$ cat src/rtl/mem_arb_seq.sv
// mem_arb_seq: two-port round-robin arbiter that sequences byte, halfword and
// word accesses onto a byte-wide memory port, one byte per clock.
module mem_arb_seq #(
  parameter int ADDRESS_WIDTH = 32,
  parameter int DATA_WIDTH    = 8
) (
  input  logic                     clk,
  input  logic                     rst_n,
  input  logic                     req0,
  input  logic                     we0,
  input  logic [1:0]               size0,
  input  logic [ADDRESS_WIDTH-1:0] addr0,
  input  logic [31:0]              wdata0,
  output logic                     ack0,
  input  logic                     req1,
  input  logic                     we1,
  input  logic [1:0]               size1,
  input  logic [ADDRESS_WIDTH-1:0] addr1,
  input  logic [31:0]              wdata1,
  output logic                     ack1,
  output logic [31:0]              rdata,
  output logic                     busy,
  output logic                     mem_we,
  output logic [ADDRESS_WIDTH-1:0] mem_a,
  output logic [DATA_WIDTH-1:0]    mem_wd,
  input  logic [DATA_WIDTH-1:0]    mem_rd
);

  localparam logic [1:0] ST_IDLE = 2'd0;
  localparam logic [1:0] ST_XFER = 2'd1;
  localparam logic [1:0] ST_DONE = 2'd2;

  logic [1:0]               state_r;
  logic [1:0]               cnt_r;
  logic                     last_r;
  logic                     gnt_r;
  logic                     we_r;
  logic [1:0]               size_r;
  logic [ADDRESS_WIDTH-1:0] addr_r;
  logic [31:0]              wdata_r;
  logic                     ack0_r;
  logic                     ack1_r;
  logic                     busy_r;
  logic [31:0]              rdata_r;
  logic                     mem_we_r;
  logic [ADDRESS_WIDTH-1:0] mem_a_r;
  logic [DATA_WIDTH-1:0]    mem_wd_r;

  logic                     any_req_s;
  logic                     win_s;
  logic                     sel_we_s;
  logic [1:0]               sel_size_s;
  logic [ADDRESS_WIDTH-1:0] sel_addr_s;
  logic [31:0]              sel_wdata_s;
  logic [1:0]               cnt_last_s;
  logic [1:0]               cnt_nx_s;
  logic [ADDRESS_WIDTH-1:0] addr_nx_s;

  function automatic logic [7:0] byte_of(input logic [31:0] w, input logic [1:0] i);
    logic [7:0] b;
    case (i)
      2'd0:    b = w[7:0];
      2'd1:    b = w[15:8];
      2'd2:    b = w[23:16];
      default: b = w[31:24];
    endcase
    return b;
  endfunction

  // Byte 0 of a load clears the upper bytes so short loads zero-extend.
  function automatic logic [31:0] rd_merge(input logic [31:0] old, input logic [7:0] b,
                                           input logic [1:0] i);
    logic [31:0] r;
    case (i)
      2'd0:    r = {24'h000000, b};
      2'd1:    r = {old[31:16], b, old[7:0]};
      2'd2:    r = {old[31:24], b, old[15:0]};
      default: r = {b, old[23:0]};
    endcase
    return r;
  endfunction

  // Round-robin pick: on a tie the port not served last wins.
  always_comb begin
    any_req_s = req0 | req1;
    if (req0 && req1) begin
      win_s = ~last_r;
    end else if (req1) begin
      win_s = 1'b1;
    end else begin
      win_s = 1'b0;
    end
    if (win_s) begin
      sel_we_s    = we1;
      sel_size_s  = size1;
      sel_addr_s  = addr1;
      sel_wdata_s = wdata1;
    end else begin
      sel_we_s    = we0;
      sel_size_s  = size0;
      sel_addr_s  = addr0;
      sel_wdata_s = wdata0;
    end
  end

  // Last byte index of the latched access and the next byte address.
  always_comb begin
    case (size_r)
      2'b00:   cnt_last_s = 2'd0;
      2'b01:   cnt_last_s = 2'd1;
      default: cnt_last_s = 2'd3;
    endcase
    cnt_nx_s  = cnt_r + 2'd1;
    addr_nx_s = addr_r + {{(ADDRESS_WIDTH-2){1'b0}}, cnt_nx_s};
  end

  // Sequencer FSM; memory-side outputs are registered one step ahead.
  always_ff @(posedge clk or negedge rst_n) begin
    if (!rst_n) begin
      state_r  <= ST_IDLE;
      cnt_r    <= 2'd0;
      last_r   <= 1'b1;
      gnt_r    <= 1'b0;
      we_r     <= 1'b0;
      size_r   <= 2'b00;
      addr_r   <= {ADDRESS_WIDTH{1'b0}};
      wdata_r  <= 32'h00000000;
      ack0_r   <= 1'b0;
      ack1_r   <= 1'b0;
      busy_r   <= 1'b0;
      rdata_r  <= 32'h00000000;
      mem_we_r <= 1'b0;
      mem_a_r  <= {ADDRESS_WIDTH{1'b0}};
      mem_wd_r <= {DATA_WIDTH{1'b0}};
    end else begin
      case (state_r)
        ST_IDLE: begin
          ack0_r <= 1'b0;
          ack1_r <= 1'b0;
          if (any_req_s) begin
            state_r  <= ST_XFER;
            cnt_r    <= 2'd0;
            gnt_r    <= win_s;
            last_r   <= win_s;
            we_r     <= sel_we_s;
            size_r   <= sel_size_s;
            addr_r   <= sel_addr_s;
            wdata_r  <= sel_wdata_s;
            busy_r   <= 1'b1;
            mem_we_r <= sel_we_s;
            mem_a_r  <= sel_addr_s;
            mem_wd_r <= byte_of(sel_wdata_s, 2'd0);
          end else begin
            state_r <= ST_IDLE;
          end
        end
        ST_XFER: begin
          if (!we_r) begin
            rdata_r <= rd_merge(rdata_r, mem_rd, cnt_r);
          end else begin
            rdata_r <= rdata_r;
          end
          if (cnt_r == cnt_last_s) begin
            state_r  <= ST_DONE;
            ack0_r   <= ~gnt_r;
            ack1_r   <= gnt_r;
            mem_we_r <= 1'b0;
            mem_wd_r <= {DATA_WIDTH{1'b0}};
            mem_a_r  <= addr_r;
          end else begin
            cnt_r    <= cnt_nx_s;
            mem_a_r  <= addr_nx_s;
            mem_wd_r <= byte_of(wdata_r, cnt_nx_s);
          end
        end
        ST_DONE: begin
          state_r <= ST_IDLE;
          ack0_r  <= 1'b0;
          ack1_r  <= 1'b0;
          busy_r  <= 1'b0;
        end
        default: begin
          state_r  <= ST_IDLE;
          ack0_r   <= 1'b0;
          ack1_r   <= 1'b0;
          busy_r   <= 1'b0;
          mem_we_r <= 1'b0;
          mem_wd_r <= {DATA_WIDTH{1'b0}};
        end
      endcase
    end
  end

  assign ack0   = ack0_r;
  assign ack1   = ack1_r;
  assign busy   = busy_r;
  assign rdata  = rdata_r;
  assign mem_we = mem_we_r;
  assign mem_a  = mem_a_r;
  assign mem_wd = mem_wd_r;

endmodule
$ cat config.mk
export PLATFORM = sky130hd
export DESIGN_NAME = mem_arb_seq
export DESIGN_NICKNAME = d
export VERILOG_FILES = /design/src/rtl/mem_arb_seq.sv
export SDC_FILE = /design/constraint.sdc
export NUM_CORES = 1
export LEC_CHECK = 0
export CORE_UTILIZATION = 43
export DETAILED_ROUTE_END_ITERATION = 10
export PLACE_DENSITY = 0.77
export SLEW_MARGIN = 15
export SYNTH_ARGS = -nofsm -noshare
export SYNTH_HDL_FRONTEND = slang
export SYNTH_SLANG_ARGS = --single-unit
$ cat constraint.sdc
create_clock -name clk -period 2.8 [get_ports clk]
set_clock_uncertainty 0.05 [all_clocks]
set_input_delay 0.56 -clock clk [delete_from_list [all_inputs] [get_ports clk]]
set_output_delay 0.56 -clock clk [all_outputs]
set_load 0.05 [all_outputs]
==> run_results.csv, run 1 <==
group,metric,value,unit
run_status,outcome,"finished clean",
critical_path,cp-startpoint,"cnt_r[1]$_DFFE_PN0P_",
timing,max_freq,395.5,MHz
synthesis,syn-num-nets,936,
timing,fin_setup_tns,0,ns
clocking,cts-hold-fix-buffers,0,
synthesis,yosysSeqAreaShare,49.20,%
synthesis,synth_edf_count,0,
pwr,peakVddDrop,0.7575,mV
cells_and_area,drive_above_1_share,6.986,%
grt,grt_pass1_wl,34800,µm
pwr,p_seq_share,31.0,%
clocking,clk_latency,0.43,ns
worst_hold_path,hold_path_class,"in -> async",
timing,period_share,90.31,%
floorplanning,coreArea,0.01724,mm²
grt,grt_pass1_vias,6645,
routing,drt_iter0_markers,472,
synthesis,syn_avg_cell_area,9.707,µm²
routing,drc,0,
synthesis,ys.warnings.count,0,
floorplanning,rows,48,
floorplanning,dieArea,0.01817,mm²
placement,dp_hpwl,15410,µm
timing,slew_viol_final,0,
pwr,p_sw_share,45.85,%
pwr,p_leak,4.708,nW
clocking,clkTransAtPathRegs,0.06,ns
floorplanning,ios,222,
routing,totalWireLength,21710,µm
clocking,cts_resized,0,
clocking,clock_path_buffers,2,
grt,antenna_found_initial,1,
cells_and_area,layout_common_cells,"clkdlybuf4s50_1, dfrtp_1, nand2_1",
run,cap_violations,0,
clocking,cts_max_level,4,
synthesis,synth_top_area_share,48.85,%
critical_path,end_kind,"flop",
critical_path,cpMostUsedCell,"ha_1",
grt,grt_overflow_total,0,
placement,port_buffers,221,
pwr,p_int,7.005,mW
placement,place_congestion,0.8785,
timing,finalHoldViolations,0,
timing,max_slew.worst_pin.slew,0.8279,ns
timing,setup_viol,0,
timing,relSlewSlack,44.81,%
floorplanning,die_w,134.8,µm
timing,holdWs,0.02889,ns
grt,grt_util_all_layers,24.88,%
synthesis,yosys.area.top_type,"dfrtp_1",
grt,grt_max_degree,76,
clocking,cts_setup_buffers,0,
critical_path,path_cells,"inv_1, ha_1, ha_1, a21o_1, and4_1, nand4_1, or4_1, nand3_1",
critical_path,crit_arrival,2.84,ns
routing,antenna_left,0,
critical_path,critical_path_class,"reg -> reg",
critical_path,critPathRequiredTime,3.11,ns
synthesis,synth_cells,781,
critical_path,cp_max_fo,7,
synthesis,ys_types,61,
timing,rsz0062_at_grt,"false",
critical_path,critical_path.startpoint_type,"flop",
routing,vias,6836,
cells_and_area,layout.nets,1144,
synthesis,ys_ff_latch,149,
floorplanning,start_util,43.98,%
routing,wl_per_cell,17.68,µm
critical_path,reg2reg_slack,0.27,ns
critical_path,slowest_delay,0.46,ns
pwr,p_comb_share,50.6,%
critical_path,r2r-start,"cnt_r[1]$_DFFE_PN0P_",
clocking,cts_tree,"built",
cells_and_area,final_common_cell,"clkdlybuf4s50_1",
synthesis,async_flop_share,100.0,%
clocking,cts_buffers,17,
routing,viasPerCell,5.567,
pwr,p_clk_share,18.4,%
pwr,powerDensity,1206,mW/mm²
synthesis,syn_area,0.007581,mm²
critical_path,slowest_stage,"dfrtp_1",
synthesis,ys_top_cells_by_area,"dfrtp_1, mux2i_1, nand2_1, o21ai_0, a21o_1",
pwr,switchingPower,5.931,mW
timing,min_period,2.529,ns
floorplanning,die_h,134.8,µm
clocking,clock_tree.root_cell,"clkbuf_16",
synthesis,synthFlopType,"dfrtp_1",
cells_and_area,area_growth,41.46,%
clocking,clock-sinks,149,
routing,drt-pass1-iter-count,6,
## stage by stage
stage	instances	util [%]	power (mW)	instance area, µm²	worst slack, ns
3_5_place_dp	1195	58.62	10.49	10100	0.1520
5_1_grt	1228	62.22	13.68	10720	0.1050
3_3_place_gp	1195	58.62	10.37	10100	0.2184
6_report	1228	62.22	12.94	10720	0.2713
4_1_cts	1227	62.19	12.95	10720	0.2069
2_1_floorplan	781	-	8.182	7581	0.4241
## synthesized netlist by cell type, drive strengths merged, types with 2 or more instances
master and count:
a31oi 7, o21ai 70, or3 3, mux2i 71, xor2 8, a21oi 40
and2 7, a222oi 8, o22ai 3, nor2 60, nor4 5, nand2b 10
xnor2 4, clkbuf 27, o31ai 3, nand3 29, a32o 2, ha 8
nor3 9, or2 2, nand4 15, a22o 9, buf 27, and3 12
nand2 101, a21o 32, a211oi 12, and4 3, nor2b 4, dfrtp 148
o22a 5, inv 5, or4 6, o211ai 6, o21a 2
## cells by family after synthesis
family / share of synthesized area (%)
buffers and inverters: 3.218
flip-flops: 49.20
adder cells (fa/ha/maj): 1.584
AND/OR/NAND/NOR: 17.10
multiplexers: 9.523
AO/OA/AOI/OAI: 17.99
XOR/XNOR: 1.386
## state kept, by name, summed over array words and instances, names as in the netlist, 2 cells and up
register and flops:
wdata_r 32, cnt_r 2, mem_a 32, rdata 32
state_r 2, size_r 2, addr_r 32, mem_wd 8
## power groups by stage
| stage | clock network [mW] | registers [mW] | logic, mW |
|---|---|---|---|
| after floorplan | 0 | 5.40 | 2.78 |
| after detailed placement | 0 | 4.01 | 6.49 |
| final | 2.38 | 4.01 | 6.54 |
| after global placement | 0 | 3.99 | 6.38 |
| after CTS | 2.41 | 4.00 | 6.54 |
| after global routing | 2.52 | 4.14 | 7.03 |
## path summary, 6_finish.rpt
check                                           to  cells past startpoint
hold reg to reg               rdata[4]$_DFFE_PN0P_                      2
min in group clk              rdata[4]$_DFFE_PN0P_                      2
setup reg to reg             mem_a[31]$_DFFE_PN0P_                      8
hold / removal             wdata_r[29]$_DFFE_PN0P_                      1
max in group asynchronous    mem_a[28]$_DFFE_PN0P_                      2
setup / recovery             mem_a[31]$_DFFE_PN0P_                      8
## area by class of cell
class / instances / area (µm²)
timing repair buffer: 243 / 2441
sequential: 149 / 3730
antenna: 1 / 2.502
tap: 225 / 281.5
clock buffer: 19 / 442.9
inverter: 5 / 18.77
clock inverter: 13 / 172.7
fill: 1425 / 6513
multi-input combinational: 573 / 3635
## routing by layer
layer / global-route usage (%) / share of wire [%] / up-vias
met5: 0 / 0 / -
met4: 10.17 / 2.6 / 0
met3: 5.255 / 6.4 / 41
met2: 39.43 / 48 / 264
met1: 33.19 / 43 / 3289
li1: - / - / 3242
## worst max-delay path: cells and delay by family, from the launching register on
kind | cells | cell delay (ns)
AND/OR/NAND/NOR | 4 | 1.00
adder cells (fa/ha/maj) | 2 | 0.68
flip-flops | 1 | 0.46
AO/OA/AOI/OAI | 1 | 0.15
buffers and inverters | 1 | 0.13
Note: power is estimated with default switching activity, not from simulation.
==> run 2, diff against run 1 <==
- GPL_TIMING_DRIVEN: not set -> 0
==> run 2 against run 1 <==
Against the previous run:
- critical path depth increased by 1
- count of clock-buffer cells in the layout unchanged
- fmax decreased by 4.0%
- sequential power about the same
- first-iteration DRC count increased by 31%
- final cell count increased by 2.6%
==> run_results.csv, run 2 (synthesis gave the netlist of run 1 again) <==
group,metric,value,unit
timing,holdWs,0.03345,ns
floorplanning,coreArea,0.01724,mm²
timing,relSlewSlack,48.19,%
grt,grt_pass1_wl,37500,µm
placement,dp_hpwl,17460,µm
critical_path,path_cells,"inv_1, ha_1, ha_1, a21o_2, and4_1, buf_2, nand4_1, or4_1, nand3_1",
clocking,clock_tree.root_cell,"clkbuf_16",
clocking,cts_max_level,4,
timing,min_period,2.633,ns
worst_hold_path,hold_path_class,"in -> async",
routing,drc,0,
pwr,powerDensity,1219,mW/mm²
cells_and_area,layout_common_cells,"clkdlybuf4s50_1, dfrtp_1, nand2_1",
critical_path,cpMostUsedCell,"ha_1",
placement,port_buffers,221,
timing,slew_viol_final,0,
grt,grt_util_all_layers,27.46,%
floorplanning,rows,48,
clocking,cts_buffers,17,
cells_and_area,final_area,0.01074,mm²
routing,drt-pass1-iter-count,5,
pwr,peakVddDrop,0.8528,mV
clocking,clock-sinks,149,
routing,viasPerCell,5.661,
routing,drt_iter0_markers,617,
placement,dp_slack,-0.1667,ns
timing,fin_setup_tns,0,ns
floorplanning,die_w,134.8,µm
clocking,cts_tree,"built",
clocking,clock_path_buffers,2,
grt,grt_overflow_total,0,
timing,finalHoldViolations,0,
cells_and_area,fillers,1435,
critical_path,end_kind,"flop",
cells_and_area,area_growth,41.66,%
routing,antenna_left,0,
routing,vias,7133,
floorplanning,ios,222,
grt,grt_pass1_vias,6922,
clocking,cts-hold-fix-buffers,0,
critical_path,critical_path.startpoint_type,"flop",
critical_path,cp_max_fo,8,
floorplanning,dieArea,0.01817,mm²
cells_and_area,final_common_cell,"clkdlybuf4s50_1",
cells_and_area,layout.nets,1177,
grt,antenna_found_initial,0,
grt,grt_max_degree,80,
run,cap_violations,0,
critical_path,reg2reg_slack,0.17,ns
routing,wl_per_cell,19.06,µm
timing,period_share,94.03,%
clocking,clkTransAtPathRegs,0.06,ns
pwr,p_leak,4.693,nW
critical_path,crit_arrival,2.94,ns
cells_and_area,drive_above_1_share,6.377,%
placement,place_area,0.01011,mm²
timing,setup_viol,0,
timing,rsz0062_at_grt,"false",
clocking,clk_latency,0.42,ns
critical_path,slowest_stage,"dfrtp_2",
floorplanning,die_h,134.8,µm
timing,worst_slack,0.1670,ns
timing,max_freq,379.8,MHz
timing,max_slew.worst_pin.slew,0.7771,ns
critical_path,critPathRequiredTime,3.11,ns
floorplanning,start_util,43.98,%
cells_and_area,antenna_cells,0,
placement,place_congestion,0.9072,
routing,totalWireLength,24010,µm
run_status,outcome,"finished clean",
critical_path,slowest_delay,0.44,ns
critical_path,critical_path_class,"reg -> reg",
-- run 2: cell types whose count changed in the layout (fill, tap and decap cells not counted), sizes merged --
cell,change
buf,+6
bufinv,+1
clkbuf,+27
clkinv,-2
clkinvlp,+4
diode,-1
inv,-3
-- run 2: stage by stage --
step           cells  util (%)  power (mW)
2_1_floorplan    781         -       8.182
3_3_place_gp    1227     58.45       10.49
3_5_place_dp    1228     58.64       10.60
4_1_cts         1260     62.26       13.07
5_1_grt         1260     62.30       13.82
6_report        1260     62.30       13.09
-- run 2: final cells by class --
| cell class | instances | area, µm² | share of cell area [%] |
|---|---|---|---|
| clock buffers | 19 | 442.9 | 4.124 |
| plain buffers | 54 | 225.2 | 2.097 |
| well taps | 225 | 281.5 | 2.621 |
| multi-input cells | 573 | 3613 | 33.65 |
| repair buffers | 222 | 2245 | 20.90 |
| clock inverters | 13 | 181.4 | 1.689 |
| inverters | 5 | 18.77 | 0.1748 |
| flip-flops and latches | 149 | 3731 | 34.74 |
-- run 2: critical path: cells and delay by family (launching register included) --
family	cells	cell delay [ns]
compound gates	1	0.21
fa+ha+maj	2	0.72
buf+inv	2	0.29
flops	1	0.44
simple gates	4	0.85
-- run 2: worst paths after layout --
kind,endpoint,depth (start not counted),start
hold reg to reg,rdata[29]$_DFFE_PN0P_,2,rdata[29]$_DFFE_PN0P_
setup / recovery,mem_a[31]$_DFFE_PN0P_,9,cnt_r[0]$_DFFE_PN0P_
max in group asynchronous,last_r$_DFFE_PN1P_,2,rst_n
setup reg to reg,mem_a[31]$_DFFE_PN0P_,9,cnt_r[0]$_DFFE_PN0P_
hold / removal,mem_wd[6]$_DFFE_PN0P_,1,rst_n
min in group clk,rdata[29]$_DFFE_PN0P_,2,rdata[29]$_DFFE_PN0P_
-- run 2: power by group --
group          switching (mW)  total [mW]  leakage (nW)  internal, mW
clock                   0.910        2.42         0.291          1.51
sequential              0.822        3.99          1.86          3.17
combinational            4.37        6.68          2.54          2.32
-- run 2: timing repair --
action | CTS | global route
setup endpoints to repair | 0 | 6
gates resized for setup | 0 | 3
buffers inserted | 0 | 0
-- run 2: layer usage --
layer  track usage (%)  wire [µm]  vias to the layer above  part of all wire [%]
li1                  -          -                     3318                     -
met1             35.67      10070                     3460                    42
met2             43.81      11340                      305                    47
met3             6.794       1873                       50                   7.8
met4             11.42        724                        0                   3.0
met5                 0          0                        -                     0
==> run 3, diff against run 2 <==
- PLACE_DENSITY: 0.77 -> 0.8
- SKIP_LAST_GASP: not set -> 1
- clock period: 2.8 -> 2.2 ns (I/O delays scaled with it)
==> run 3 against run 2 <==
Against the previous run:
- clock power rose by 19%
- utilization rose by 1.9 points
- the flow now finishes with violations (setup timing)
- flip-flop and latch count did not move
- total power rose by 31%
- sequential share of layout area fell by 1.0 points
- critical path type unchanged
==> run_results.csv, run 3 (synthesis gave the netlist of run 1 again) <==
group,metric,value,unit
timing,fin_setup_tns,-0.04881,ns
critical_path,endpoint,"mem_a[31]$_DFFE_PN0P_",
critical_path,timing.rr.end,"mem_a[31]$_DFFE_PN0P_",
floorplanning,ios,222,
critical_path,crit_arrival,2.54,ns
clocking,clkTransAtPathRegs,0.06,ns
routing,wl_per_cell,19.45,µm
grt,grt_pass1_vias,7141,
cells_and_area,final_area,0.01107,mm²
critical_path,end_kind,"flop",
clocking,clk_latency,0.43,ns
worst_hold_path,hold_depth,3,
floorplanning,dieArea,0.01817,mm²
pwr,p_clk_share,16.6,%
cells_and_area,antenna_cells,0,
critical_path,cp-startpoint,"cnt_r[0]$_DFFE_PN0P_",
placement,place_congestion,0.9086,
placement,place_area,0.01013,mm²
run_status,outcome,"finished with violations",
clocking,cts_tree,"built",
critical_path,critical_path_class,"reg -> reg",
pwr,p_leak,4.857,nW
placement,dp.cells,1228,
timing,slew_viol_final,0,
routing,antenna_left,0,
clocking,clock_path_buffers,2,
timing,min_period,2.225,ns
critical_path,r2r-start,"cnt_r[0]$_DFFE_PN0P_",
pwr,p_comb_share,53.6,%
clocking,cts_buffers,17,
routing,drt_iter0_markers,661,
routing,drt-pass1-iter-count,5,
pwr,peakVddDrop,0.9233,mV
critical_path,r2r_cells,9,
critical_path,critPathRequiredTime,2.51,ns
timing,worst_slack,-0.02476,ns
timing,max_freq,449.5,MHz
critical_path,cp_max_fo,5,
routing,viasPerCell,5.767,
clocking,cts_max_level,4,
floorplanning,die_h,134.8,µm
worst_hold_path,worstHoldStart,"req1",
clocking,clock-sinks,149,
grt,grt_overflow_total,0,
run,cap_violations,0,
pwr,p_seq_share,29.8,%
placement,dp_hpwl,17400,µm
floorplanning,start_util,43.98,%
pwr,p_int,9.135,mW
timing,period_share,101.1,%
routing,vias,7347,
cells_and_area,final_common_cell,"clkdlybuf4s50_1",
grt,grt_max_degree,101,
cells_and_area,fillers,1396,
floorplanning,rows,48,
timing,finalHoldViolations,0,
routing,totalWireLength,24770,µm
grt,antenna_found_initial,0,
cells_and_area,drive_above_1_share,11.63,%
grt,grt_pass1_wl,38300,µm
pwr,p_sw_share,46.93,%
pwr,powerDensity,1555,mW/mm²
cells_and_area,instances_no_fill,1274,
floorplanning,die_w,134.8,µm
worst_hold_path,hold_path_class,"in -> reg",
run_status,violations,"setup timing",
pwr,switchingPower,8.077,mW
timing,rsz0062_at_grt,"true",
timing,setup_viol,3,
timing,max_slew.worst_pin.slew,0.6243,ns
critical_path,reg2reg_slack,-0.02,ns
grt,grt_util_all_layers,27.92,%
routing,drc,0,
clocking,clock_tree.root_cell,"clkbuf_16",
cells_and_area,layout.nets,1191,
cells_and_area,area_growth,46.00,%
critical_path,critical_path.startpoint_type,"flop",
placement,port_buffers,221,
floorplanning,coreArea,0.01724,mm²
timing,relSlewSlack,58.38,%
cells_and_area,layout_common_cells,"clkdlybuf4s50_1, dfrtp_1, nand2_1",
## run 3: cell types whose count changed in the layout (fill, tap and decap cells not counted), moves of 3 or more
cell	delta
ha_4	+3
buf_6	+3
buf_2	-3
buf_4	+18
clkbuf_1	-12
buf_1	-8
clkbuf_2	+12
nor4_2	+3
nor4_1	-3
mux2i_1	-4
ha_1	-3
## run 3: final cells by class
class / count / area (µm²) / area share [%]
Clock inverter: 12 / 127.6 / 1.153
Tap cell: 225 / 281.5 / 2.544
Multi-Input combinational cell: 573 / 3784 / 34.19
Sequential cell: 149 / 3732 / 33.72
Buffer: 52 / 292.8 / 2.645
Inverter: 5 / 21.27 / 0.1922
Timing Repair Buffer: 238 / 2382 / 21.52
Clock buffer: 20 / 446.7 / 4.036
## run 3: how the worst min path moves through the flow
stage                                    endpoint
after floorplan                  ack0$_DFFE_PN0N_
after global placement         mem_we$_DFFE_PN0P_
after detailed placement  wdata_r[29]$_DFFE_PN0P_
after CTS                 wdata_r[22]$_DFFE_PN0P_
after global routing           last_r$_DFFE_PN1P_
final                          last_r$_DFFE_PN1P_
## run 3: power by group through the flow
| stage | Sequential, mW | Combinational [mW] | Clock, mW |
|---|---|---|---|
| 2_1_floorplan | 6.88 | 3.58 | 0 |
| 3_3_place_gp | 5.04 | 8.35 | 0 |
| 3_5_place_dp | 5.07 | 8.51 | 0 |
| 4_1_cts | 5.05 | 8.88 | 2.88 |
| 5_1_grt | 5.25 | 9.83 | 3.01 |
| 6_report | 5.12 | 9.23 | 2.87 |
## run 3: layer usage
layer / vias up / track usage [%] / part of all wire, %
met5: - / 0 / 0
met4: 0 / 13.48 / 4.2
met3: 60 / 6.532 / 8.3
met2: 377 / 44.67 / 47
met1: 3575 / 35.69 / 40
li1: 3335 / - / -
## run 3: what timing repair did
| action | CTS | global route |
|---|---|---|
| buffers inserted | 8 | 7 |
| endpoints found under the setup margin | 111 | 94 |
| resized for setup | 36 | 38 |
| hold endpoints to repair | 48 | 0 |
| hold buffers | 1 | 0 |
| pin swaps | 4 | 7 |
| cloned | 0 | 0 |
## run 3: stage by stage
stage	setup WS, ns	hold slack, ns	utilization (%)	power, mW
finish	-0.02476	0.3460	64.21	17.21
global route	-0.1294	0.3717	64.21	18.08
CTS	-0.03054	0.4333	63.06	16.81
detailed placement	-0.7680	0.3295	58.79	13.58
global placement	-5.854	0.4098	58.60	13.39
floorplan	-0.002835	0.09441	-	10.47
## run 3: critical path: stages (launching register included)
cell	delay, ns
dfrtp_2	0.44
inv_4	0.09
ha_4	0.22
ha_4	0.27
a21o_4	0.11
and4_1	0.21
buf_6	0.12
nand4_1	0.12
or4_1	0.42
nand3_1	0.09
